<file path="config.mk">
export PLATFORM = sky130hd
export DESIGN_NAME = fetch_unit_flat
export DESIGN_NICKNAME = d
export VERILOG_FILES = /design/src/rtl/fetch_pkg.sv /design/src/rtl/fetch_unit_if.sv /design/src/rtl/fetch_unit.sv /design/src/flat_wrapper.sv
export SDC_FILE = /design/constraint.sdc
export NUM_CORES = 1
export LEC_CHECK = 0
export CORE_MARGIN = 2
export CORE_UTILIZATION = 45
export DETAILED_ROUTE_END_ITERATION = 8
export GPL_TIMING_DRIVEN = 0
export PLACE_DENSITY = 0.76
export SKIP_CTS_REPAIR_TIMING = 1
export SLEW_MARGIN = 20
export SYNTH_ARGS = -nofsm -noshare
export SYNTH_HDL_FRONTEND = slang
export SYNTH_SLANG_ARGS = --single-unit
</file>
<file path="constraint.sdc">
create_clock -name clk -period 2.5 [get_ports clk]
set_input_delay 0.25 -clock clk [delete_from_list [all_inputs] [get_ports clk]]
set_output_delay 0.25 -clock clk [all_outputs]
set_load 0.02 [all_outputs]
</file>
<file path="src/rtl/fetch_pkg.sv">
// rtl/fetch_pkg.sv - shared types and constants for the instruction fetch unit
package fetch_pkg;

  typedef enum logic [2:0] {
    S_REQ,
    S_WAIT,
    S_HOLD,
    S_DROP,
    S_HALT
  } fetch_state_e;

  localparam logic [3:0]  OPC_HLT   = 4'hF;
  localparam logic [15:0] NOP_INSTR = 16'h0000;
  localparam logic [15:0] PC_RESET  = 16'h0000;

endpackage

</file>
<file path="src/rtl/fetch_unit_if.sv">
// rtl/fetch_unit_if.sv - instruction memory request/response bus
interface fetch_unit_if;
  logic        imem_req;
  logic [15:0] imem_addr;
  logic [15:0] imem_rdata;
  logic        imem_valid;

  modport master (output imem_req, output imem_addr, input imem_rdata, input imem_valid);
  modport slave  (input imem_req, input imem_addr, output imem_rdata, output imem_valid);
endinterface

</file>
<file path="src/rtl/fetch_unit.sv">
// rtl/fetch_unit.sv - single-outstanding instruction fetch stage feeding IF/ID
// Optional FETCH_PERF_CNT_EN adds fetch_count_o (words delivered to IF/ID).
module fetch_unit
  import fetch_pkg::*;
(
  input  logic         clk,
  input  logic         rst,
  input  logic         stall_i,
  input  logic         flush_i,
  input  logic         redirect_i,
  input  logic [15:0]  redirect_pc_i,
  fetch_unit_if.master imem,
  output logic [15:0]  ifid_instr_o,
  output logic [15:0]  ifid_pc_o,
  output logic         ifid_valid_o,
  output logic         halted_o
`ifdef FETCH_PERF_CNT_EN
  ,
  output logic [15:0]  fetch_count_o
`endif
);

  fetch_state_e state_q, state_d;
  logic [15:0]  pc_q, pc_d;
  logic [15:0]  hold_q, hold_d;
  logic [15:0]  instr_q, instr_d;
  logic [15:0]  ifid_pc_q, ifid_pc_d;
  logic         valid_q, valid_d;
  logic         halted_q, halted_d;
  logic         load;
  logic         have_word;
  logic [15:0]  word;
  logic [15:0]  pc_inc;

  assign pc_inc    = pc_q + 16'd1;
  assign word      = (state_q == S_HOLD) ? hold_q : imem.imem_rdata;
  assign have_word = (state_q == S_HOLD) || ((state_q == S_WAIT) && imem.imem_valid);

  // A redirect in the request cycle would leave a stale request in flight, so it suppresses it
  assign imem.imem_req  = (state_q == S_REQ) && !rst && !redirect_i;
  assign imem.imem_addr = pc_q;

  always_comb begin
    state_d   = state_q;
    pc_d      = pc_q;
    hold_d    = hold_q;
    instr_d   = instr_q;
    ifid_pc_d = ifid_pc_q;
    valid_d   = valid_q;
    halted_d  = halted_q;
    load      = 1'b0;

    if (redirect_i) begin
      pc_d     = redirect_pc_i;
      hold_d   = NOP_INSTR;
      valid_d  = 1'b0;
      halted_d = 1'b0;
      // An in-flight response still has to be swallowed unless it lands this very cycle
      if (((state_q == S_WAIT) || (state_q == S_DROP)) && !imem.imem_valid) begin
        state_d = S_DROP;
      end else begin
        state_d = S_REQ;
      end
    end else if (flush_i) begin
      valid_d = 1'b0;
      instr_d = NOP_INSTR;
      hold_d  = NOP_INSTR;
      case (state_q)
        S_REQ:          state_d = S_WAIT;
        S_HOLD:         state_d = S_REQ;
        S_WAIT, S_DROP: if (imem.imem_valid) state_d = S_REQ;
        default:        state_d = state_q;
      endcase
    end else begin
      case (state_q)
        S_REQ:  state_d = S_WAIT;
        S_DROP: if (imem.imem_valid) state_d = S_REQ;
        S_WAIT, S_HOLD: begin
          if (have_word) begin
            if (stall_i) begin
              hold_d  = word;
              state_d = S_HOLD;
            end else begin
              load = 1'b1;
            end
          end
        end
        default: state_d = state_q;
      endcase

      if (load) begin
        instr_d   = word;
        ifid_pc_d = pc_inc;
        valid_d   = 1'b1;
        pc_d      = pc_inc;
        if (word[15:12] == OPC_HLT) begin
          state_d  = S_HALT;
          halted_d = 1'b1;
        end else begin
          state_d = S_REQ;
        end
      end else if (!stall_i) begin
        valid_d = 1'b0;
      end
    end
  end

  always_ff @(posedge clk) begin
    if (rst) begin
      state_q   <= S_REQ;
      pc_q      <= PC_RESET;
      hold_q    <= NOP_INSTR;
      instr_q   <= NOP_INSTR;
      ifid_pc_q <= PC_RESET;
      valid_q   <= 1'b0;
      halted_q  <= 1'b0;
    end else begin
      state_q   <= state_d;
      pc_q      <= pc_d;
      hold_q    <= hold_d;
      instr_q   <= instr_d;
      ifid_pc_q <= ifid_pc_d;
      valid_q   <= valid_d;
      halted_q  <= halted_d;
    end
  end

`ifdef FETCH_PERF_CNT_EN
  logic [15:0] count_q, count_d;

  assign count_d = load ? (count_q + 16'd1) : count_q;

  always_ff @(posedge clk) begin
    if (rst) begin
      count_q <= 16'h0000;
    end else begin
      count_q <= count_d;
    end
  end

  assign fetch_count_o = count_q;
`endif

  assign ifid_instr_o = instr_q;
  assign ifid_pc_o    = ifid_pc_q;
  assign ifid_valid_o = valid_q;
  assign halted_o     = halted_q;

endmodule

</file>
<file path="src/flat_wrapper.sv">
// flat-port wrapper written by rule: the top's interface ports become plain ports
module fetch_unit_flat import fetch_pkg::*;
  (clk, rst, stall_i, flush_i, redirect_i, redirect_pc_i, ifid_instr_o, ifid_pc_o, ifid_valid_o, halted_o, imem_imem_req, imem_imem_addr, imem_imem_rdata, imem_imem_valid);
  fetch_unit_if imem_i ();
  input  logic clk;
  input  logic rst;
  input  logic stall_i;
  input  logic flush_i;
  input  logic redirect_i;
  input  logic [15:0] redirect_pc_i;
  output logic [15:0] ifid_instr_o;
  output logic [15:0] ifid_pc_o;
  output logic ifid_valid_o;
  output logic halted_o;
  output wire logic [$bits(imem_i.imem_req)-1:0] imem_imem_req;
  output wire logic [$bits(imem_i.imem_addr)-1:0] imem_imem_addr;
  input wire logic [$bits(imem_i.imem_rdata)-1:0] imem_imem_rdata;
  input wire logic [$bits(imem_i.imem_valid)-1:0] imem_imem_valid;
  assign imem_imem_req = imem_i.imem_req;
  assign imem_imem_addr = imem_i.imem_addr;
  assign imem_i.imem_rdata = imem_imem_rdata;
  assign imem_i.imem_valid = imem_imem_valid;
  fetch_unit u_core (.clk(clk), .rst(rst), .stall_i(stall_i), .flush_i(flush_i), .redirect_i(redirect_i), .redirect_pc_i(redirect_pc_i), .imem(imem_i), .ifid_instr_o(ifid_instr_o), .ifid_pc_o(ifid_pc_o), .ifid_valid_o(ifid_valid_o), .halted_o(halted_o));
endmodule
</file>
==> impl_metrics.toml, run 1 <==
[status]
outcome = "finished, final reports clean"

[clocking]
path_clk_slew_ps = 80
htreeDepth = 3
clockBufferDepth = 2
numCtsBuffers = 9
root_buffer = "clkbuf_8"
clock-sinks = 69
clk_latency_ps = 340
cts_tree = "done"

[worst_setup_path]
r2r_setup_slack_ps = 170
r2r-end = "u_core.imem.imem_addr[12]$_SDFFE_PP0P_"
critPathKind = "register to register"
path_buf_inv = 0
crit_chain = "ha_1 > nand3_1 > nor4_2 > a211oi_1 > a2111oi_0"
crit_family = "simple AND/OR/NAND/NOR gates"
end_kind = "register"
required_ps = 2720
worstRegToRegCells = 5
crit_arrival_ps = 2550
slowest_stage = "nor4_2"
path_max_fanout = 8
cp-start-kind = "register"
critPathMaxStageDelay_ps = 560
r2r-start = "u_core.imem.imem_addr[0]$_SDFFE_PP0P_"

[synthesis]
synthMostInstantiatedCell = "dfxtp_1"
synth_edf_count = 0
seq_area_frac_synth = 0.437
async_flop_share = 0
ys.flop_type = "dfxtp_1"
syn_area_mm2 = 0.00316
synth_top_cell_by_area = "dfxtp_1"
synth-seq-cells = 69
netlist_top_cells_count = "dfxtp_1, nor2_1, mux2i_1"
ys_warn_count = 0
synthesis.nets = 390
netlist_top_cells_area = "dfxtp_1, mux2i_1, nor2_1, a211oi_1, o22ai_1"
synth_cell_type_count = 42
synth_cells = 351
synth_top_area_share = 0.437
synth_area_per_cell_um2 = 9.01

[placed_design]
place_inst = 535
hpwl_um = 6290
io_buffers = 88
dpl_cell_area_mm2 = 0.00416
place.gp.congestion = 0.888

[hold_path]
hp-class = "register to register"
holdPathStages = 2
hp-start = "u_core.ifid_valid_o$_SDFFE_PP0P_"
hold_end = "u_core.ifid_valid_o$_SDFFE_PP0P_"

[routing]
vias_per_cell = 5.46
post-route-drc-count = 0
antenna_left = 0
via_count = 3004
drt-total-wl_um = 8730
post_drt_wl_per_cell_um = 15.9
drtIter0Drc = 237
dr.pass1.iters = 4

[global_route]
grt_pass1_vias = 2869
grt_pass1_wl_um = 14100
grt-ovfl-total = 0
grt_max_degree = 13
antenna_found_initial = 0
grtUsageTotal = 0.237

[timing]
hold_viol_final = 0
period_minus_slack_ps = 2330
fin_tns_setup_ps = 0
period_share = 0.931
holdWs_ps = 470
max_freq_ghz = 0.430
finalSetupViolations = 0
relSlewSlack = 0.506
rsz0062_at_grt = "no"
tightest_slew_ps = 740
finClkSkew_ps = 11.3
final-max-slew-violation-count = 0

[floorplanning]
die_x_um = 87.8
start_util = 0.466
fp.dieH_um = 87.8
dieArea_mm2 = 0.00772
core-area_mm2 = 0.00679
ioPinCount = 89
row_count = 30

[final_layout]
drive_gt1_frac = 0.0859
final_nets = 488
final_cells = 550
num-fill-cells = 598
finalInstanceArea_mm2 = 0.00444
diodes = 0
synthToLayoutAreaGrowth_pct = 40.3

[pwr]
p_leak_uw = 0.00153
power_density_mw_per_mm2 = 584
irDropWorstVdd_v = 0.000444

[run]
drv_cap = 0
-- per-layer routing --
metal / part of all wire / global-route usage / wire length [um]
met1: 0.46 / 0.322 / 4040
met2: 0.46 / 0.366 / 4060
met3: 0.058 / 0.0631 / 510
met4: 0.014 / 0.0811 / 120
met5: 0 / 0 / 0
-- per-stage QoR --
stage | worst slack, ps | utilization | total power, uW
2_1_floorplan | 347 | - | 1350
3_3_place_gp | -180 | 0.613 | 1500
3_5_place_dp | -221 | 0.613 | 1510
4_1_cts | 2.19 | 0.648 | 2600
5_1_grt | 19.1 | 0.653 | 2680
6_report | 173 | 0.653 | 2590
-- registers in the layout, summed over array words and instances (netlist names) --
register,flops
u_core.halted_o,1
u_core.hold_q,16
u_core.ifid_instr_o,16
u_core.ifid_pc_o,16
u_core.ifid_valid_o,1
u_core.imem.imem_addr,16
u_core.state_q,3
-- power by group --
part,internal (uW),total (uW),switching (uW)
sequential,1130,1170,39.3
combinational,163,328,165
clock,663,1100,434
-- cells by family (layout without fill, tap and decap cells) --
group,after synthesis,count (layout),synth area share
AND/OR/NAND/NOR,105,105,0.170
AO/OA/AOI/OAI,76,76,0.174
XOR/XNOR,16,16,0.0443
adder cells (fa/ha/maj),1,1,0.00396
flip-flops,69,69,0.437
buffers and inverters,50,153,0.0637
multiplexers,34,34,0.108
-- placed cells by master, fill, tap and decap left out, types with 3 or more instances in the layout --
cell and count:
nand3_1 5, xnor2_1 12, or3_1 4, nand4_1 5, dfxtp_1 69, clkdlybuf4s50_1 87
xor2_1 4, or3_2 3, a2111oi_0 4, inv_1 23, and4_1 4, o22ai_1 19
nor3_1 3, clkbuf_8 9, mux2i_1 34, or2_2 3, nor2_1 48, bufinv_16 3
nand2b_1 3, a211oi_1 23, a311oi_1 8, o21ai_0 4, buf_2 9, nor4_1 3
nand2_1 9, clkbuf_1 17, nand3b_1 4, a21oi_1 5
-- layout make-up --
| type | count | area, um2 | share of cell area |
|---|---|---|---|
| plain buffers | 26 | 113 | 0.0254 |
| clock buffers | 10 | 128 | 0.0288 |
| clock inverters | 6 | 111 | 0.0251 |
| inverters | 23 | 86.3 | 0.0195 |
| multi-input cells | 232 | 1620 | 0.364 |
| flip-flops and latches | 69 | 1380 | 0.311 |
| well taps | 96 | 120 | 0.0271 |
| repair buffers | 88 | 883 | 0.199 |
-- how the worst max path moves through the flow --
stage	from	endpoint	cells past startpoint
after floorplan	u_core.imem.imem_addr[3]$_SDFFE_PP0P_	u_core.imem.imem_addr[15]$_SDFFE_PP0P_	6
after global placement	redirect_i	u_core.ifid_pc_o[10]$_SDFFE_PP0P_	7
after detailed placement	redirect_i	u_core.ifid_pc_o[13]$_SDFFE_PP0P_	7
after CTS	u_core.imem.imem_addr[0]$_SDFFE_PP0P_	u_core.imem.imem_addr[12]$_SDFFE_PP0P_	5
after global routing	u_core.state_q[1]$_SDFFE_PP0P_	u_core.ifid_instr_o[2]$_SDFFE_PP0P_	7
final	u_core.imem.imem_addr[0]$_SDFFE_PP0P_	u_core.imem.imem_addr[12]$_SDFFE_PP0P_	5
-- worst reg2reg max path, cell delays in order (launching register included) --
cell	delay (ps)
dfxtp_1	490
ha_1	280
nand3_1	330
nor4_2	560
a211oi_1	190
a2111oi_0	360
(Power assumes the default switching activity.)
==> run 2, diff against run 1 <==
--- a/config.mk
+++ b/config.mk
@@ -10,6 +10,7 @@
 export DETAILED_ROUTE_END_ITERATION = 8
 export GPL_TIMING_DRIVEN = 0
 export PLACE_DENSITY = 0.76
+export RECOVER_POWER = 25
 export SKIP_CTS_REPAIR_TIMING = 1
 export SLEW_MARGIN = 20
 export SYNTH_ARGS = -nofsm -noshare
==> run 2 against run 1 <==
  * Die area stayed put
  * Sequential power hardly changed
  * Critical path depth is the same
  * Count of clock-buffer cells in the layout is the same
  * Final cell count did not move
  * Utilization unchanged
  * Worst setup slack worse by 5.1 ps
  * Via count is essentially flat
  * Combinational power about the same
  * Register-to-register slack is essentially flat
  * Critical endpoint unchanged
  * Largest power group unchanged
  * Highest routed layer unchanged
==> impl_metrics.toml, run 2 (same netlist as run 1, synthesis figures left out) <==
[status]
outcome = "finished, final reports clean"

[pwr]
p_int_uw = 1950
power_switching_uw = 634
switching_share = 0.245
p_comb_frac = 0.126
irDropWorstVdd_v = 0.000444
p_leak_uw = 0.00163
power_density_mw_per_mm2 = 582
clkPwrFrac = 0.423
pwr-share-seq = 0.451

[placed_design]
pre_cts_slack_ps = -221
hpwl_um = 6290
dpl_cell_area_mm2 = 0.00416
place.gp.congestion = 0.888
io_buffers = 88

[clocking]
path_clk_slew_ps = 80
clk_latency_ps = 340
clockBufferDepth = 2
htreeDepth = 3
clock-sinks = 69
numCtsBuffers = 9
root_buffer = "clkbuf_8"
cts_tree = "done"

[routing]
dr.pass1.iters = 4
vias_per_cell = 5.46
drt-total-wl_um = 8730
antenna_left = 0
drtIter0Drc = 249
via_count = 3005
post-route-drc-count = 0
post_drt_wl_per_cell_um = 15.9

[timing]
finClkSkew_ps = 9.27
period_minus_slack_ps = 2330
max_freq_ghz = 0.429
period_share = 0.933
relSlewSlack = 0.506
hold_viol_final = 0
final-max-slew-violation-count = 0
finalSetupViolations = 0
tightest_slew_ps = 740
worst_slack_ps = 168
rsz0062_at_grt = "no"

[floorplanning]
dieArea_mm2 = 0.00772
start_util = 0.466
die_x_um = 87.8
core-area_mm2 = 0.00679
row_count = 30
ioPinCount = 89
fp.dieH_um = 87.8

[worst_setup_path]
worstRegToRegCells = 5
crit_chain = "ha_1 > nand3_1 > nor4_2 > a211oi_1 > a2111oi_0"
path_buf_inv = 0
crit_family = "simple AND/OR/NAND/NOR gates"
critPathLaunch = "u_core.imem.imem_addr[0]$_SDFFE_PP0P_"
critPathKind = "register to register"
path_max_fanout = 8
r2r_setup_slack_ps = 170
cp-start-kind = "register"
end_kind = "register"
r2r-start = "u_core.imem.imem_addr[0]$_SDFFE_PP0P_"
slowest_stage = "nor4_2"
required_ps = 2720
crit_arrival_ps = 2550
critPathMaxStageDelay_ps = 560
r2r-end = "u_core.imem.imem_addr[12]$_SDFFE_PP0P_"

[final_layout]
final_cell_mix = "dfxtp_1, clkdlybuf4s50_1, nor2_1, mux2i_1, dlygate4sd3_1"
seq_area_mm2 = 0.00138
synthToLayoutAreaGrowth_pct = 40.3
multi_input_area_mm2 = 0.00162
num-fill-cells = 598
drive_gt1_frac = 0.0859
finalInstanceArea_mm2 = 0.00444
final_nets = 488
diodes = 0
final_util = 0.653
final_common_cell = "dfxtp_1"

[hold_path]
holdPathStages = 2
hp-class = "register to register"
hp-start = "u_core.ifid_valid_o$_SDFFE_PP0P_"
hold_end = "u_core.ifid_valid_o$_SDFFE_PP0P_"

[global_route]
grt_pass1_wl_um = 14100
grt_max_degree = 13
antenna_found_initial = 0
grt_pass1_vias = 2869
grtUsageTotal = 0.237
grt-ovfl-total = 0

[run]
drv_cap = 0
## run 2: worst reg2reg max path: cells and delay by family (launching register included)
family | cells | cell delay (ps)
AND/OR/NAND/NOR | 2 | 890
AO/OA/AOI/OAI | 2 | 550
flip-flops | 1 | 490
adder cells (fa/ha/maj) | 1 | 290
## run 2: area by class of cell
| type | count | share of cell area |
|---|---|---|
| repair buffers | 88 | 0.199 |
| clock buffers | 10 | 0.0288 |
| well taps | 96 | 0.0271 |
| clock inverters | 6 | 0.0251 |
| inverters | 23 | 0.0195 |
| flip-flops and latches | 69 | 0.311 |
| plain buffers | 26 | 0.0254 |
| multi-input cells | 232 | 0.364 |
## run 2: stage by stage
| step | hold WS, ps | setup TNS (ps) | std cells | power, uW |
|---|---|---|---|---|
| 2_1_floorplan | 394 | 0 | 351 | 1350 |
| 3_3_place_gp | 445 | -1840 | 535 | 1500 |
| 5_1_grt | 492 | 0 | 550 | 2680 |
| 4_1_cts | 474 | 0 | 551 | 2600 |
| 6_report | 467 | 0 | 550 | 2580 |
| 3_5_place_dp | 463 | -2420 | 535 | 1510 |
## run 2: how the worst max path moves through the flow
| stage | to | slack (ps) | depth (start not counted) |
|---|---|---|---|
| after CTS | u_core.imem.imem_addr[12]$_SDFFE_PP0P_ | 2 | 5 |
| after detailed placement | u_core.ifid_pc_o[13]$_SDFFE_PP0P_ | -220 | 7 |
| after global placement | u_core.ifid_pc_o[10]$_SDFFE_PP0P_ | -180 | 7 |
| after global routing | u_core.ifid_instr_o[2]$_SDFFE_PP0P_ | 20 | 7 |
| after floorplan | u_core.imem.imem_addr[15]$_SDFFE_PP0P_ | 350 | 6 |
| final | u_core.imem.imem_addr[12]$_SDFFE_PP0P_ | 170 | 5 |
## run 2: power by group through the flow
stage	registers, uW	clock network, uW	logic (uW)
after floorplan	1210	0	137
after global placement	1190	0	318
after detailed placement	1190	0	325
after CTS	1160	1110	328
after global routing	1170	1160	350
final	1170	1090	326
## run 2: routing by layer
layer,share of wire,global-route usage,vias up
li1,-,-,1465
met1,0.47,0.322,1448
met2,0.46,0.366,80
met3,0.056,0.0631,12
met4,0.014,0.0811,0
met5,0,0,-
==> RTL edit, RTL diff (flow settings as in run 1) <==
Encoding of `fetch_state_e`: now one-hot (5 bits for 5 states).
--- a/src/rtl/fetch_pkg.sv
+++ b/src/rtl/fetch_pkg.sv
@@ -1,12 +1,12 @@
 // rtl/fetch_pkg.sv - shared types and constants for the instruction fetch unit
 package fetch_pkg;
 
-  typedef enum logic [2:0] {
-    S_REQ,
-    S_WAIT,
-    S_HOLD,
-    S_DROP,
-    S_HALT
+  typedef enum logic [4:0] {
+    S_REQ  = 5'b00001,
+    S_WAIT = 5'b00010,
+    S_HOLD = 5'b00100,
+    S_DROP = 5'b01000,
+    S_HALT = 5'b10000
   } fetch_state_e;
 
   localparam logic [3:0]  OPC_HLT   = 4'hF;
Formal check against the unedited RTL: no difference found for any inputs over 4 cycles, from zero or initial values and one cycle with rst high; so few cycles prove little.
==> RTL edit against run 1 <==
Final area up 2.3%; setup slack better by 0.097 ns; largest cell class unchanged; wire length up 3.3%; final cell count up 6.7%; global-route usage down 1.7 points; sequential cell count up 2; worst hold slack worse by 0.072 ns; total power down 5.9%; critical path depth up 1; synthesized area up 5.8%.
==> RTL edit: results <==
finish:
  design_area_mm2: 0.00454
  fin_nets: 522
  nonClkBufAreaFrac: 0.218
  n_all_buffers: 113
  num-clock-buffers: 9
  multi_input_area_mm2: 0.00177
  n_fill_cell: 652
  inverters: 9
  layout-drive-gt1-share: 0.0676
worst_setup_path:
  reg2regPathDepth: 6
  critPathSlowestCell: "nor2_1"
  worst_r2r_startpoint: "u_core.state_q[2]"
  crit_fanout: 10
  r2r-end: "u_core.ifid_instr_o[0]"
synthesis:
  syn_avg_cell_area_um2: 8.67
  synth-compound-area-share: 0.204
  yosysSeqAreaShare: 0.425
  synth_top_cells_by_count: "dfxtp_1 (71), nand2_1 (52), nor2_1 (37), a21oi_1 (23), a211oi_1 (20)"
  netlist-cell-type-count: 50
  muxShareOfSynthArea: 0.0602
  synth.net_count: 425
global_routing:
  grt_use_met3: 0.0478
  grt_first_pass_wirelength_mm: 14.8
  grt_max_degree: 15
  grt_use_met2: 0.367
  first_global_vias: 3091
  track_usage: 0.220
worst_hold_path:
  hold_depth: 4
power:
  p_comb_frac: 0.125
  p_leak_uw: 0.00162
routing:
  dr.first_iter.drc_count: 176
  dr.pass1.iters: 5
  met1Wirelength_mm: 3.95
  wl_per_cell_um: 15.4
  wl_met3_um: 672
run_status:
  status: "complete, no violations"
placed_design:
  place_ws_ns: -0.127
  port_buffers: 86
  place.gp.congestion: 0.893
  placed_cell_area_mm2: 0.00433
clock_tree:
  clock_latency_ns: 0.36
timing:
  clock_skew_ns: 0.0126
-- RTL edit: changes by cell type in the layout (fill, tap and decap cells not counted), sizes merged, moves of 5 or more --
cell / run 1 / this run
inv: 23 / 10
nor3: 3 / 11
o2bb2ai: 0 / 16
nor2: 48 / 37
mux2i: 34 / 19
nand2: 9 / 52
nand3: 5 / 10
a21oi: 6 / 23
xor2: 4 / 16
a311oi: 8 / 2
o22ai: 19 / 2
-- RTL edit: how the worst max path moves through the flow --
stage | startpoint | to | slack, ns
finish | u_core.state_q[2] | u_core.ifid_instr_o[0] | 0.27
global route | u_core.state_q[2] | u_core.ifid_instr_o[2] | 0.09
CTS | redirect_i | imem_imem_req | -0.11
detailed placement | redirect_i | imem_imem_req | -0.13
global placement | redirect_i | imem_imem_req | -0.11
floorplan | u_core.state_q[4] | u_core.imem.imem_addr[13] | 0.61
